**config.mk**
```make
export PLATFORM = sky130hd
export DESIGN_NAME = lfsr_ctrl
export DESIGN_NICKNAME = d
export VERILOG_FILES = /design/src/rtl/lfsr_pkg.sv /design/src/rtl/lfsr_core.sv /design/src/rtl/lfsr_ctrl.sv
export SDC_FILE = /design/constraint.sdc
export NUM_CORES = 1
export LEC_CHECK = 0
export ABC_CLOCK_PERIOD_IN_PS = 2100
export CELL_PAD_IN_SITES_DETAIL_PLACEMENT = 1
export CELL_PAD_IN_SITES_GLOBAL_PLACEMENT = 2
export CORE_AREA = 5 5 131 133
export CTS_CLUSTER_SIZE = 14
export DETAILED_ROUTE_END_ITERATION = 8
export DIE_AREA = 0 0 136 138
export PLACE_DENSITY_LB_ADDON = 0.1
export SETUP_SLACK_MARGIN = 0.05
export SLEW_MARGIN = 20
export SYNTH_ARGS = -nofsm -noshare
export SYNTH_HDL_FRONTEND = slang
export SYNTH_SLANG_ARGS = --single-unit
```
**constraint.sdc**
```tcl
create_clock -name clk -period 2.1 [get_ports clk]
set_clock_uncertainty 0.2 [all_clocks]
set_input_delay 0.42 -clock clk [delete_from_list [all_inputs] [get_ports clk]]
set_output_delay 0.42 -clock clk [all_outputs]
set_load 0.02 [all_outputs]
```
**src/rtl/lfsr_pkg.sv**
```systemverilog
// Shared definitions for the LFSR word controller: state width, the
// reset/zero-recovery value, the controller FSM encoding and the step function.
package lfsr_pkg;

    localparam int LFSR_W = 26;
    localparam logic [LFSR_W-1:0] LFSR_ONE = 26'h0000001;

    typedef enum logic [1:0] {
        ST_IDLE = 2'd0,
        ST_LOAD = 2'd1,
        ST_RUN  = 2'd2,
        ST_DONE = 2'd3
    } ctrl_state_t;

    // Galois x^26+x^8+x^7+x+1. Bit q_i of the [1:26] view lives at index 26-i,
    // so q26 (feedback) is bit 0 and the taps land on bits 24, 18 and 17.
    function automatic logic [LFSR_W-1:0] lfsr_advance(input logic [LFSR_W-1:0] s);
        logic [LFSR_W-1:0] n;
        logic fb;
        fb       = s[0];
        n[25]    = fb;
        n[24]    = s[25] ^ fb;
        n[23:19] = s[24:20];
        n[18]    = s[19] ^ fb;
        n[17]    = s[18] ^ fb;
        n[16:0]  = s[17:1];
        if (s == '0) begin
            n = LFSR_ONE;
        end
        return n;
    endfunction

endpackage

```
**src/rtl/lfsr_core.sv**
```systemverilog
// 26-bit LFSR state register: synchronous reset to one, seed load with
// zero-seed mapping, and single-step advance with all-zero recovery.
module lfsr_core
    import lfsr_pkg::*;
(
    input  logic              clk,
    input  logic              rst,
    input  logic              load,
    input  logic [LFSR_W-1:0] load_val,
    input  logic              adv,
    output logic [LFSR_W-1:0] q
);

    logic [LFSR_W-1:0] state;

    always_ff @(posedge clk) begin
        if (rst) begin
            state <= LFSR_ONE;
        end else if (load) begin
            // A zero seed would lock the register, so it is mapped to one.
            state <= (load_val == '0) ? LFSR_ONE : load_val;
        end else if (adv) begin
            state <= lfsr_advance(state);
        end
    end

    assign q = state;

endmodule

```
**src/rtl/lfsr_ctrl.sv**
```systemverilog
// LFSR word server: two requesters arbitrated round-robin, each grant delivers
// the LFSR state after STEPS advances. Optional word counter: LFSR_CTRL_WORD_CNT_EN.
module lfsr_ctrl
    import lfsr_pkg::*;
#(
    parameter int STEPS = 26,
    parameter int NREQ  = 2
) (
    input  logic              clk,
    input  logic              rst,
    input  logic              seed_vld,
    output logic              seed_rdy,
    input  logic [LFSR_W-1:0] seed,
    input  logic [NREQ-1:0]   req,
    output logic [NREQ-1:0]   gnt,
    output logic [LFSR_W-1:0] dout,
    output logic              dout_vld,
    output logic              busy,
    output logic [15:0]       word_cnt,
    output logic [1:0]        fsm_state
);

    localparam logic [5:0] STEPS_C = 6'(STEPS);

    ctrl_state_t       state, state_nxt;
    logic [5:0]        step_cnt;
    logic              winner;
    logic              win_nxt;
    logic              rr_ptr;
    logic [LFSR_W-1:0] seed_q;
    logic [LFSR_W-1:0] dout_q;
    logic [LFSR_W-1:0] lfsr_q;
    logic              seed_take;
    logic              run_start;
    logic              core_load;
    logic              core_adv;

    // Seed handshake: a seed transfers on a cycle where seed_vld && seed_rdy
    // at the rising edge; seed_rdy is high only in IDLE, nothing is queued.
    assign seed_rdy  = (state == ST_IDLE);
    assign busy      = (state != ST_IDLE);
    assign fsm_state = state;

    // On a tie the requester that was not granted last wins.
    assign win_nxt = (req == 2'b11) ? ~rr_ptr : req[1];

    always_comb begin
        state_nxt = state;
        seed_take = 1'b0;
        run_start = 1'b0;
        core_load = 1'b0;
        core_adv  = 1'b0;
        dout_vld  = 1'b0;
        gnt       = '0;
        case (state)
            ST_IDLE: begin
                if (seed_vld) begin
                    seed_take = 1'b1;
                    state_nxt = ST_LOAD;
                end else if (|req) begin
                    run_start = 1'b1;
                    state_nxt = ST_RUN;
                end
            end
            ST_LOAD: begin
                core_load = 1'b1;
                state_nxt = ST_IDLE;
            end
            ST_RUN: begin
                core_adv = 1'b1;
                if (step_cnt <= 6'd1) begin
                    state_nxt = ST_DONE;
                end
            end
            ST_DONE: begin
                dout_vld    = 1'b1;
                gnt[winner] = 1'b1;
                state_nxt   = ST_IDLE;
            end
            default: state_nxt = ST_IDLE;
        endcase
    end

    always_ff @(posedge clk) begin
        if (rst) begin
            state    <= ST_IDLE;
            step_cnt <= 6'd0;
            winner   <= 1'b0;
            rr_ptr   <= 1'b1;
            seed_q   <= '0;
            dout_q   <= '0;
        end else begin
            state <= state_nxt;
            if (seed_take) begin
                seed_q <= seed;
            end
            if (run_start) begin
                winner   <= win_nxt;
                step_cnt <= STEPS_C;
            end else if (core_adv) begin
                step_cnt <= step_cnt - 6'd1;
            end
            if (dout_vld) begin
                rr_ptr <= winner;
                dout_q <= lfsr_q;
            end
        end
    end

    // The LFSR does not move in DONE, so the live state is the delivered word.
    assign dout = dout_vld ? lfsr_q : dout_q;

    lfsr_core u_core (
        .clk      (clk),
        .rst      (rst),
        .load     (core_load),
        .load_val (seed_q),
        .adv      (core_adv),
        .q        (lfsr_q)
    );

`ifdef LFSR_CTRL_WORD_CNT_EN
    logic [15:0] word_cnt_q;

    always_ff @(posedge clk) begin
        if (rst) begin
            word_cnt_q <= 16'd0;
        end else if (dout_vld) begin
            word_cnt_q <= word_cnt_q + 16'd1;
        end
    end

    assign word_cnt = word_cnt_q;
`else
    assign word_cnt = 16'd0;
`endif

endmodule

```
==> impl_metrics.yaml <==
timing:
  hold_viol_final: 0
  tightest_slew_ns: 0.531
  finalWorstSetupSlack_ns: -0.105
  rsz0062_at_grt: "yes"
  drv_slew: 0
  period_minus_slack_ns: 2.21
  fmax_mhz: 453
  slew_headroom: 0.646
  period_share: 1.05
  whs_ns: 0.275
  setup_tns_ns: -1.76
  setup_violations: 21
finish:
  synthToLayoutAreaGrowth_pct: 35.4
  nFillCells: 1816
  diodes: 0
  final_cell_area_um2: 5260
  fin_nets: 537
  layout-drive-gt1-share: 0.240
  layout_commonest_cell: "dfxtp_1"
  final_cell_mix: "86 x dfxtp_1, 63 x nand2_1, 36 x buf_4"
  final_cells: 721
placement:
  gp_congestion: 0.716
  port_buffers: 63
  dp_hpwl_um: 7830
  dpl_cell_area_um2: 4820
  placed_cells: 697
global_routing:
  overflow: 0
  gr-usage-all-layers: 0.118
  grt_pass1_vias: 3283
  antenna_found_initial: 0
  grt_pass1_wl_um: 17700
  grt_start_max_net_pins: 27
drt:
  via_per_inst: 4.30
  drc_errors: 0
  wl_per_cell_um: 15.4
  drt_first_pass_iters: 4
  vias: 3099
  ant_nets: 0
  drtIter0Drc: 99
  wirelength_um: 11100
floorplan:
  die_x_um: 136
  rows: 46
  dieArea_um2: 18800
  io_pins: 80
  start_util: 0.247
  fp.dieH_um: 138
  core-area_um2: 15700
synth:
  synth.ff_latch_count: 88
  synthDistinctLibCells: 34
  synth_seq_area_share: 0.454
  synth_top_cell_by_area: "dfxtp_1"
  synth.top_cell.area_share: 0.454
  syn_area_um2: 3880
  synth_cells: 424
  synth_warnings: 0
  syn_avg_cell_area_um2: 9.16
  synth_area_leaders: "dfxtp_1 45%, mux2_2 7.5%, mux2i_1 6.4%"
setup_path:
  critical_path_required_ns: 1.48
  crit_path_start_kind: "flop"
  worstSetupPathType: "reg2out"
  crit_fanout: 17
  arrival_ns: 1.59
  cp-end-kind: "primary output"
cts:
  clock_sinks: 88
  clkLatencyLatePin_ns: 0.34
  root_buffer: "clkbuf_16"
  htreeDepth: 3
  cts-buffers-inserted: 9
  cts.clk_slew.worst_paths_ns: 0.07
  clockBufferDepth: 2
  cts_tree: "built"
outcome:
  violations: "negative setup slack"
  status: "complete, but fails checks"
hold_path:
  min-delay-path-class: "reg2reg"
power_and_ir_drop:
  p_per_area_nw_per_um2: 1360
  ir_drop_mv: 0.459
  p_leak_nw: 2.04
flow_run:
  cap_viol_max_count: 0
==> flip-flops by register name, indices dropped and copies added, names as in the netlist <==
| register | cells |
|---|---|
| step_cnt | 6 |
| dout_q | 26 |
| seed_q | 26 |
| fsm_state | 2 |
| winner | 1 |
| rr_ptr | 1 |
| u_core.q | 26 |
==> worst max-delay path, stage by stage (launching register included) <==
cell,delay [ns]
dfxtp_2,0.35
ha_4,0.19
buf_12,0.17
mux2_2,0.36
buf_4,0.16
==> Yosys cell counts <==
cell       n
nand4_1    2
a21oi_1   32
a32oi_1    1
xor2_1     2
nand2b_1   1
xnor2_1    6
or2_4      1
buf_4     16
nor4b_2    1
o41ai_4    1
nor3_1     5
a311oi_1   1
a211oi_1  22
buf_2     16
o31ai_1    2
conb_1     1
buf_1      2
nor4bb_1   2
o21ai_0    7
nand2_1   63
nand3_1    1
clkbuf_1  11
a211o_2    1
mux2i_1   25
and2_1     2
ha_1       6
nor4_1    12
nor2_1    33
inv_1      6
a211o_1    1
nor2b_1   27
o31a_1     1
dfxtp_1   88
mux2_2    26
==> kinds of logic (layout without fill, tap and decap cells) <==
family | after synthesis | in the layout | share of synthesized area
other | 1 | 16 | 0.000966
DFF | 88 | 88 | 0.454
buffers and inverters | 51 | 117 | 0.0699
AOI/OAI and AO/OA | 69 | 69 | 0.115
adders and majority gates | 6 | 6 | 0.0193
xor gates and xnor gates | 8 | 8 | 0.0180
muxes | 51 | 51 | 0.140
and+or+nand+nor | 150 | 150 | 0.183
==> per-layer routing <==
layer | GRT usage | share of wire
met5 | 0 | 0
met4 | 0.0398 | 0.014
met3 | 0.0272 | 0.032
met2 | 0.198 | 0.49
met1 | 0.149 | 0.46
==> cell type report <==
type                       instances  area [um2]  share of cell area
timing repair buffer              95         883               0.168
multi-input combinational        300        2000               0.381
tap                              216         270              0.0514
inverter                           6        30.0             0.00571
clock buffer                      12         256              0.0488
sequential                        88        1760               0.336
clock inverter                     4        51.3             0.00976
==> where the power goes <==
| part | total, W | leakage (nW) | switching, W | internal (W) |
|---|---|---|---|---|
| Clock | 0.00168 | 0.149 | 0.000692 | 0.000991 |
| Combinational | 0.00310 | 1.17 | 0.00164 | 0.00146 |
| Sequential | 0.00239 | 0.720 | 0.000356 | 0.00204 |
==> through the flow <==
step           total power [W]   util  worst slack, ns
2_1_floorplan          0.00433      -           0.0675
3_3_place_gp           0.00534  0.307          -0.0792
3_5_place_dp           0.00540  0.307           -0.118
4_1_cts                0.00714  0.321           -0.141
5_1_grt                0.00772  0.335           -0.165
6_report               0.00717  0.335           -0.105
==> timing repair <==
item	CTS	global route
gates resized for setup	136	48
buffers inserted	3	4
endpoints found under the setup margin	33	33
gates cloned	0	1
hold buffers	0	0
pin swaps	0	3
==> final timing paths <==
kind	start	to	slack (ns)	depth (start not counted)
worst min-delay path	seed_q[8]	seed_q[8]	0.27	2
worst min register to register	seed_q[8]	seed_q[8]	0.27	2
worst max register to register	fsm_state[0]	fsm_state[1]	0.16	9
worst max-delay path	fsm_state[1]	dout[14]	-0.11	4
Note: power is estimated with default switching activity, not from simulation.
